File: src/rtl/handshake_rtl_monitor.sv
// Passive protocol checker for a bank of valid/ready channels.
// It counts completed transfers and raises sticky flags for valid drops, payload changes while stalled, and stall timeouts.
module handshake_rtl_monitor #(
    parameter int NUM_CHANNELS = 3,
    parameter int DATA_WIDTH   = 5,
    parameter int TIMEOUT      = 16,
    parameter int CNT_WIDTH    = 16
) (
    input  logic                               CLK,
    input  logic                               RESETN,
    input  logic                               enable,
    input  logic                               clear,
    input  logic [NUM_CHANNELS-1:0]            ch_valid,
    input  logic [NUM_CHANNELS-1:0]            ch_ready,
    input  logic [NUM_CHANNELS*DATA_WIDTH-1:0] ch_data,
    output logic [NUM_CHANNELS*CNT_WIDTH-1:0]  xfer_count,
    output logic [NUM_CHANNELS-1:0]            err_valid_drop,
    output logic [NUM_CHANNELS-1:0]            err_data_change,
    output logic [NUM_CHANNELS-1:0]            err_timeout,
    output logic                               any_error
);

    // Handshake rule being checked: a transfer happens on an enabled rising edge with valid & ready.
    // Once valid is raised without ready, valid must stay high and the payload must stay stable until ready arrives.

    typedef enum logic {
        ST_IDLE = 1'b0,
        ST_WAIT = 1'b1
    } state_t;

    localparam int WCW = $clog2(TIMEOUT + 1);
    localparam logic [WCW-1:0] TIMEOUT_W = WCW'(TIMEOUT);

    for (genvar i = 0; i < NUM_CHANNELS; i++) begin : g_ch
        // The per-channel state_q is the debug view of each FSM: IDLE or WAIT.
        state_t                state_q, state_d;
        logic [DATA_WIDTH-1:0] hold_q, hold_d;
        logic [WCW-1:0]        wcnt_q, wcnt_d;
        logic [CNT_WIDTH-1:0]  cnt_q, cnt_d;
        logic                  drop_q, drop_d;
        logic                  chg_q, chg_d;
        logic                  tmo_q, tmo_d;
        logic                  valid;
        logic                  ready;
        logic [DATA_WIDTH-1:0] data;

        assign valid = ch_valid[i];
        assign ready = ch_ready[i];
        assign data  = ch_data[i*DATA_WIDTH +: DATA_WIDTH];

        always_comb begin
            state_d = state_q;
            hold_d  = hold_q;
            wcnt_d  = wcnt_q;
            cnt_d   = cnt_q;
            drop_d  = drop_q;
            chg_d   = chg_q;
            tmo_d   = tmo_q;

            if (!enable) begin
                state_d = ST_IDLE;
            end else if (state_q == ST_IDLE) begin
                if (valid && ready) begin
                    if (cnt_q != '1) cnt_d = cnt_q + 1'b1;
                end else if (valid) begin
                    state_d = ST_WAIT;
                    hold_d  = data;
                    wcnt_d  = WCW'(1);
                end
            end else begin
                if (!valid) begin
                    drop_d  = 1'b1;
                    state_d = ST_IDLE;
                end else begin
                    // The completing edge is still held to the captured payload.
                    if (data != hold_q) chg_d = 1'b1;
                    if (ready) begin
                        if (cnt_q != '1) cnt_d = cnt_q + 1'b1;
                        state_d = ST_IDLE;
                    end else if (wcnt_q < TIMEOUT_W) begin
                        wcnt_d = wcnt_q + 1'b1;
                        if (wcnt_q == TIMEOUT_W - 1'b1) tmo_d = 1'b1;
                    end
                end
            end

            // Clear drops same-edge events but leaves the stall tracking running.
            if (clear) begin
                cnt_d  = '0;
                drop_d = 1'b0;
                chg_d  = 1'b0;
                tmo_d  = 1'b0;
            end
        end

        always_ff @(posedge CLK) begin
            if (!RESETN) begin
                state_q <= ST_IDLE;
                hold_q  <= '0;
                wcnt_q  <= '0;
                cnt_q   <= '0;
                drop_q  <= 1'b0;
                chg_q   <= 1'b0;
                tmo_q   <= 1'b0;
            end else begin
                state_q <= state_d;
                hold_q  <= hold_d;
                wcnt_q  <= wcnt_d;
                cnt_q   <= cnt_d;
                drop_q  <= drop_d;
                chg_q   <= chg_d;
                tmo_q   <= tmo_d;
            end
        end

        assign xfer_count[i*CNT_WIDTH +: CNT_WIDTH] = cnt_q;
        assign err_valid_drop[i]                    = drop_q;
        assign err_data_change[i]                   = chg_q;
        assign err_timeout[i]                       = tmo_q;
    end

    // Summary flag lags the per-channel flags by one register stage.
    always_ff @(posedge CLK) begin
        if (!RESETN || clear) begin
            any_error <= 1'b0;
        end else begin
            any_error <= |{err_valid_drop, err_data_change, err_timeout};
        end
    end

endmodule

File: config.mk
export PLATFORM = sky130hd
export DESIGN_NAME = handshake_rtl_monitor
export DESIGN_NICKNAME = d
export VERILOG_FILES = /design/src/rtl/handshake_rtl_monitor.sv
export SDC_FILE = /design/constraint.sdc
export NUM_CORES = 1
export LEC_CHECK = 0
export CAP_MARGIN = 5
export CORE_MARGIN = 2
export CORE_UTILIZATION = 57
export CTS_CLUSTER_SIZE = 14
export DETAILED_ROUTE_END_ITERATION = 10
export GPL_ROUTABILITY_DRIVEN = 0
export PLACE_DENSITY = 0.91
export SYNTH_ARGS = -nofsm -noshare
export SYNTH_HDL_FRONTEND = slang
export SYNTH_SLANG_ARGS = --single-unit
File: constraint.sdc
create_clock -name CLK -period 5.19 [get_ports CLK]
set_clock_uncertainty 0.1 [all_clocks]
set_input_delay 0.519 -clock CLK [delete_from_list [all_inputs] [get_ports CLK]]
set_output_delay 0.519 -clock CLK [all_outputs]
set_load 0.01 [all_outputs]
==> flow_metrics.tcl, run 1 <==
set metrics [dict create \
    initial_core_util_pct 58.4 \
    fin_crit_sh_pct 49.1 \
    tightest_slew_ns 0.993 \
    fp-row-count 32 \
    fp.dieH_um 92.7 \
    clk_latency_ns 0.35 \
    dieArea_mm2 0.00860 \
    clock_tree.root_cell "clkbuf_8" \
    r2r_cells 5 \
    synth_xor_area_share_pct 3.32 \
    globalRouteMet1Util_pct 31.1 \
    cts_buffers 9 \
    r2r-end "g_ch[1].cnt_q[9]$_SDFFE_PP0P_" \
    htree_levels 3 \
    crit_path_end "g_ch[1].cnt_q[15]$_SDFFE_PP0P_" \
    clockPowerShare_pct 37.5 \
    met3_usage_pct 3.58 \
    setup_viol 0 \
    rr_startpoint "g_ch[1].cnt_q[1]$_SDFFE_PP0P_" \
    pwr_density_cell_mw_per_mm2 229 \
    syn_to_final_growth_pct 22.6 \
    cap_violations 0 \
    n_antenna_cell 0 \
    grt_pass1_vias 4082 \
    numPortBuffers 82 \
    tns_ns 0 \
    cts_setup_buffers 0 \
    synth_edf_count 0 \
    clockBufferDepth 2 \
    endpoint_kind "flip-flop" \
    die_width_um 92.7 \
    synth_seq_cells 91 \
    cp-startpoint "enable" \
    syn_inst 532 \
    min_path_type "reg2reg" \
    finalWirelength_um 10900 \
    ioPinCount 83 \
    finalMaxSlewViolations 0 \
    crit_type "in2reg" \
    grt_max_degree 50 \
    power.total_mw 1.26 \
    design_area_mm2 0.00551 \
    worstPathMaxFanout 21 \
    grtUsageMet2_pct 43.6 \
    timing.fmax_ghz 0.392 \
    clk_pin_slew_ns 0.08 \
    drt_iter0_drc 325 \
    synth_compound_area_share_pct 21.9 \
    overflow 0 \
    dpl_cell_area_mm2 0.00532 \
    ys_async_sr_fraction_pct 0 \
    grt_setup_unrepaired "no" \
    synthesis.area_mm2 0.00449 \
    worstPathArrival_ns 2.72 \
    layout-drive-gt1-share_pct 3.65 \
    switching_power_mw 0.284 \
    run_status "finished clean" \
    synth_fa_ha_area_share_pct 2.51 \
    synthSimpleGateAreaFrac_pct 26.5 \
    place_ws_ns 2.30 \
    grt_pass1_wl_um 17900 \
    cts_tree "built" \
    synthMuxAreaShare_pct 0.223 \
    holdWs_ns 0.393 \
    fin_nets 632 \
    regArea_mm2 0.00182 \
    wl_per_cell_um 15.4 \
    vias_per_cell 6.24 \
    post-route-drc-count 0 \
    ant_nets 0 \
    startpoint_type "primary input" \
    grt_use_total_pct 25.0 \
    cp.required_ns 5.36 \
    avgSynthCellArea_um2 8.44 \
    relSlewSlack_pct 33.8 \
    p_seq_share_pct 56.4 \
    setup_slack_ns 2.64 \
    final_common_cell "dfxtp_1" \
    p_int_mw 0.976 \
    coreArea_mm2 0.00769 \
    vias 4396 \
    hpwlAfterDp_um 7570 \
    p_leak_nw 1.80 \
    r2r_setup_slack_ns 2.92 \
    period_minus_slack_ns 2.55 \
    antenna_found_initial 0 \
    synth_ff_type "dfxtp_1" \
    ys_types 42 \
    p_comb_share_pct 6.1 \
    busiest_layer "met2" \
    yosysWarnings 0 \
    multi_input_area_mm2 0.00245 \
    cts_resized 0 \
    synth_top_family_by_area "simple AND/OR/NAND/NOR gates" \
    ctsHoldBuffers 0 \
    fill_cells 586 \
    cts_sinks 91 \
    yosysSeqAreaShare_pct 40.6 \
    hold_viol_final 0 \
    netSwitchingFraction_pct 22.5 \
    dr.pass1.iters 4 \
    synth.net_count 566 \
    ir_worst_vdd_uv 147 \
    layout_common_cells "91 x dfxtp_1, 82 x clkdlybuf4s50_1, 41 x o21ai_0" \
]
metrics by stage:
step | instances | utilization, %
final | 705 | 71.6
after global routing | 705 | 71.6
after CTS | 705 | 71.6
after detailed placement | 689 | 69.2
after global placement | 689 | 69.2
after floorplan | 532 | -
worst min path at each step:
stage          slack (ns)                            from                        endpoint  depth (start not counted)
3_5_place_dp         0.37  g_ch[0].wcnt_q[0]$_SDFFE_PN0P_  g_ch[0].wcnt_q[0]$_SDFFE_PN0P_                          1
5_1_grt              0.43  g_ch[1].wcnt_q[0]$_SDFFE_PN0P_  g_ch[1].wcnt_q[0]$_SDFFE_PN0P_                          1
3_3_place_gp         0.36  g_ch[1].wcnt_q[0]$_SDFFE_PN0P_  g_ch[1].wcnt_q[0]$_SDFFE_PN0P_                          1
4_1_cts              0.39  g_ch[0].wcnt_q[0]$_SDFFE_PN0P_  g_ch[0].wcnt_q[0]$_SDFFE_PN0P_                          1
6_report             0.39  g_ch[0].wcnt_q[0]$_SDFFE_PN0P_  g_ch[0].wcnt_q[0]$_SDFFE_PN0P_                          1
2_1_floorplan        0.35  g_ch[0].wcnt_q[0]$_SDFFE_PN0P_  g_ch[0].wcnt_q[0]$_SDFFE_PN0P_                          1
critical path: stages:
cell and delay [ns]:
clkdlybuf4s50_1 0.46, buf_4 0.23, nand3_4 0.14, or4_1 0.71, or4_1 0.51, a21oi_1 0.14
cells by family (layout without fill, tap and decap cells):
| logic type | count (synthesis) | after routing |
|---|---|---|
| AO/OA/AOI/OAI | 158 | 158 |
| multiplexers | 1 | 1 |
| flip-flops | 91 | 91 |
| AND/OR/NAND/NOR | 209 | 209 |
| XOR/XNOR | 17 | 17 |
| adder cells (fa/ha/maj) | 9 | 9 |
| buffers and inverters | 47 | 118 |
synthesized netlist by cell type (2+ instances only):
cell,n,area (um^2)
and3b_1,3,26.3
or2_2,2,12.5
a21boi_0,18,135
o211ai_1,7,52.6
nand2_1,37,139
o311ai_0,3,26.3
a211oi_1,3,22.5
buf_1,3,11.3
nor3_1,17,85.1
a2bb2oi_1,3,26.3
nand2b_1,3,18.8
and3_1,9,56.3
nor2_1,22,82.6
or4_1,18,135
xnor2_1,7,61.3
a31oi_1,12,75.1
or3_1,17,106
a21oi_1,40,200
buf_2,5,25.0
and2_1,4,25.0
clkbuf_1,15,56.3
inv_1,14,52.6
dfxtp_1,91,1820
o21a_1,9,67.6
nand3_1,20,100
o41ai_1,3,26.3
nand3b_1,3,22.5
o31ai_1,16,120
and4_1,7,61.3
nor2b_1,7,43.8
buf_4,10,75.1
xor2_1,10,87.6
nor4_1,8,50.1
ha_1,9,113
nand4b_1,6,52.6
nand4_1,25,156
o21ai_0,41,205
layer usage:
layer / routed length, um / vias up
met1: 4810 / 2101
met5: 0 / -
met3: 569 / 18
met2: 5320 / 136
li1: - / 2141
met4: 166 / 0
cell type report:
class                      instances  share of cell area (%)
multi-input combinational        394                    44.5
timing repair buffer              88                    15.7
clock inverter                     2                   0.636
inverter                          14                   0.955
sequential                        91                    33.1
tap                              102                    2.32
clock buffer                      14                    2.77
power by group through the flow:
stage | clock network [mW] | registers [mW] | logic, mW
CTS | 0.476 | 0.711 | 0.0762
detailed placement | 0 | 0.727 | 0.0757
global placement | 0 | 0.727 | 0.0728
finish | 0.472 | 0.711 | 0.0766
floorplan | 0 | 0.725 | 0.0434
global route | 0.504 | 0.712 | 0.0835
state kept, by name, summed over array words and instances (netlist names):
register and count:
any_error 1, g_ch.chg_q 3, g_ch.cnt_q 48, g_ch.drop_q 3, g_ch.hold_q 15, g_ch.state_q 3
g_ch.tmo_q 3, g_ch.wcnt_q 15
(Power assumes the default switching activity.)
==> run 2, diff against run 1 <==
- CORE_UTILIZATION: 57 -> 47
- PLACE_DENSITY: 0.91 -> 0.81
- clock period: 5.19 -> 2 ns (I/O delays scaled with it)
==> run 2 against run 1 <==
  * Final cell count is 10% higher
  * Sequential cell count stayed put
  * First-iteration DRC count is 53% lower
  * Largest power group unchanged
==> flow_metrics.tcl, run 2 (synthesized netlist as in run 1, its figures left out) <==
set metrics [dict create \
    globalRouteMet1Util_pct 27.5 \
    numPortBuffers 82 \
    clockBufferDepth 2 \
    fin_crit_sh_pct 95.8 \
    period_minus_slack_ns 1.92 \
    grt_setup_unrepaired "no" \
    met3_usage_pct 4.14 \
    fp.dieH_um 102 \
    layout_common_cells "90 x dfxtp_1, 82 x clkdlybuf4s50_1, 53 x buf_4" \
    cp_cell_sequence "clkdlybuf4s50_1 -> nand3_4 -> or4_4 -> or4_1 -> a21oi_1" \
    wl_per_cell_um 14.2 \
    grt_pass1_wl_um 17900 \
    coreArea_mm2 0.00924 \
    htree_levels 3 \
    initial_core_util_pct 48.6 \
    tightest_slew_ns 0.561 \
    dr.pass1.iters 4 \
    post-route-drc-count 0 \
    hpwlAfterDp_um 7970 \
    p_leak_nw 2.01 \
    grt_pass1_vias 3979 \
    die_width_um 102 \
    overflow 0 \
    busiest_layer "met2" \
    endpoint_kind "flip-flop" \
    grtUsageMet2_pct 36.0 \
    worstPathArrival_ns 2.09 \
    reg_top3 "g_ch.cnt_q x48, g_ch.hold_q x15, g_ch.wcnt_q x15" \
    run_status "finished clean" \
    vias_per_cell 5.73 \
    clock_tree.root_cell "clkbuf_8" \
    cts_tree "built" \
    relSlewSlack_pct 62.3 \
    worstPathMaxFanout 6 \
    setup_viol 0 \
    ir_worst_vdd_uv 285 \
    holdWs_ns 0.356 \
    n_antenna_cell 0 \
    crit_type "in2reg" \
    fill_cells 817 \
    dieArea_mm2 0.0103 \
    fp-row-count 35 \
    finalWirelength_um 11000 \
    cts_buffers 9 \
    ioPinCount 83 \
    ant_nets 0 \
    cts_sinks 91 \
    timing.fmax_ghz 0.522 \
    cp.required_ns 2.18 \
    critPathSlowestCell "clkdlybuf4s50_1" \
    crit_buf_inv 1 \
    antenna_found_initial 0 \
    pwr_density_cell_mw_per_mm2 531 \
    min_path_type "in2reg" \
    finalNonFillerCells 776 \
    largest_register_ffs 48 \
    startpoint_type "primary input" \
    cap_violations 0 \
    layout-drive-gt1-share_pct 11.3 \
    clk_pin_slew_ns 0.08 \
    clk_latency_ns 0.35 \
    slowest_delay_ns 0.58 \
    grt_max_degree 34 \
    multi_input_area_mm2 0.00247 \
    hold_viol_final 0 \
    grt_use_total_pct 21.2 \
    final_common_cell "dfxtp_1" \
    vias 4447 \
    regArea_mm2 0.00182 \
    drt_iter0_drc 152 \
    path_delay_family "simple AND/OR/NAND/NOR gates" \
    fin_nets 679 \
    finalMaxSlewViolations 0 \
    power.total_mw 3.12 \
    largest-register "g_ch.cnt_q" \
    syn_to_final_growth_pct 30.9 \
    dp_cells 762 \
]
run 2: layout make-up:
cell class | instances | share of cell area [%]
Multi-Input combinational cell | 394 | 42.1
Sequential cell | 91 | 31.0
Timing Repair Buffer | 135 | 20.7
Tap cell | 129 | 2.75
Clock buffer | 13 | 2.53
Inverter | 14 | 0.894
run 2: repair_timing:
item,4_1_cts,5_1_grt
resized for setup,0,5
hold buffers,0,0
endpoints found under the hold margin,0,0
setup buffers,0,1
setup endpoints to repair,0,15
run 2: through the flow:
step,setup slack [ns],TNS (ns),instance area (um^2),util (%)
final,0.0848,0,5880,63.6
after global routing,0.00175,0,5880,63.6
after CTS,0.0508,0,5850,63.3
after detailed placement,-0.313,-4.34,5700,61.7
after global placement,-0.260,-3.07,5700,61.7
after floorplan,0.00598,0,4490,-
run 2: path summary, 6_finish.rpt:
kind                                                      from                        endpoint  slack, ns  cells after the start
worst min-delay path                                ch_data[4]  g_ch[0].hold_q[4]$_SDFFE_PN0P_       0.36                      3
worst max-delay path                               ch_ready[1]  g_ch[1].cnt_q[15]$_SDFFE_PP0P_       0.08                      5
worst min register to register  g_ch[0].hold_q[0]$_SDFFE_PN0P_  g_ch[0].hold_q[0]$_SDFFE_PN0P_       0.39                      2
worst max register to register   g_ch[1].cnt_q[0]$_SDFFE_PP0P_  g_ch[1].cnt_q[15]$_SDFFE_PP0P_       0.11                      7
run 2: where the power goes:
part | total, mW | switching [mW] | leakage [nW] | internal, mW
registers | 1.84 | 0.0171 | 0.735 | 1.83
clock network | 1.05 | 0.585 | 0.0754 | 0.468
logic | 0.226 | 0.113 | 1.20 | 0.113
total | 3.12 | 0.714 | 2.01 | 2.41
run 2: worst register-to-register path, cell delays in order (launching register included):
cell and delay (ns):
dfxtp_2 0.34, ha_1 0.21, nand4_1 0.16, buf_4 0.16
nor3_1 0.04, buf_4 0.16, or4_1 0.50, a21oi_1 0.16
run 2: layer usage:
| layer | routed length [um] | up-vias |
|---|---|---|
| li1 | - | 2220 |
| met1 | 5070 | 2107 |
| met2 | 5350 | 111 |
| met3 | 540 | 9 |
| met4 | 72 | 0 |
| met5 | 0 | - |
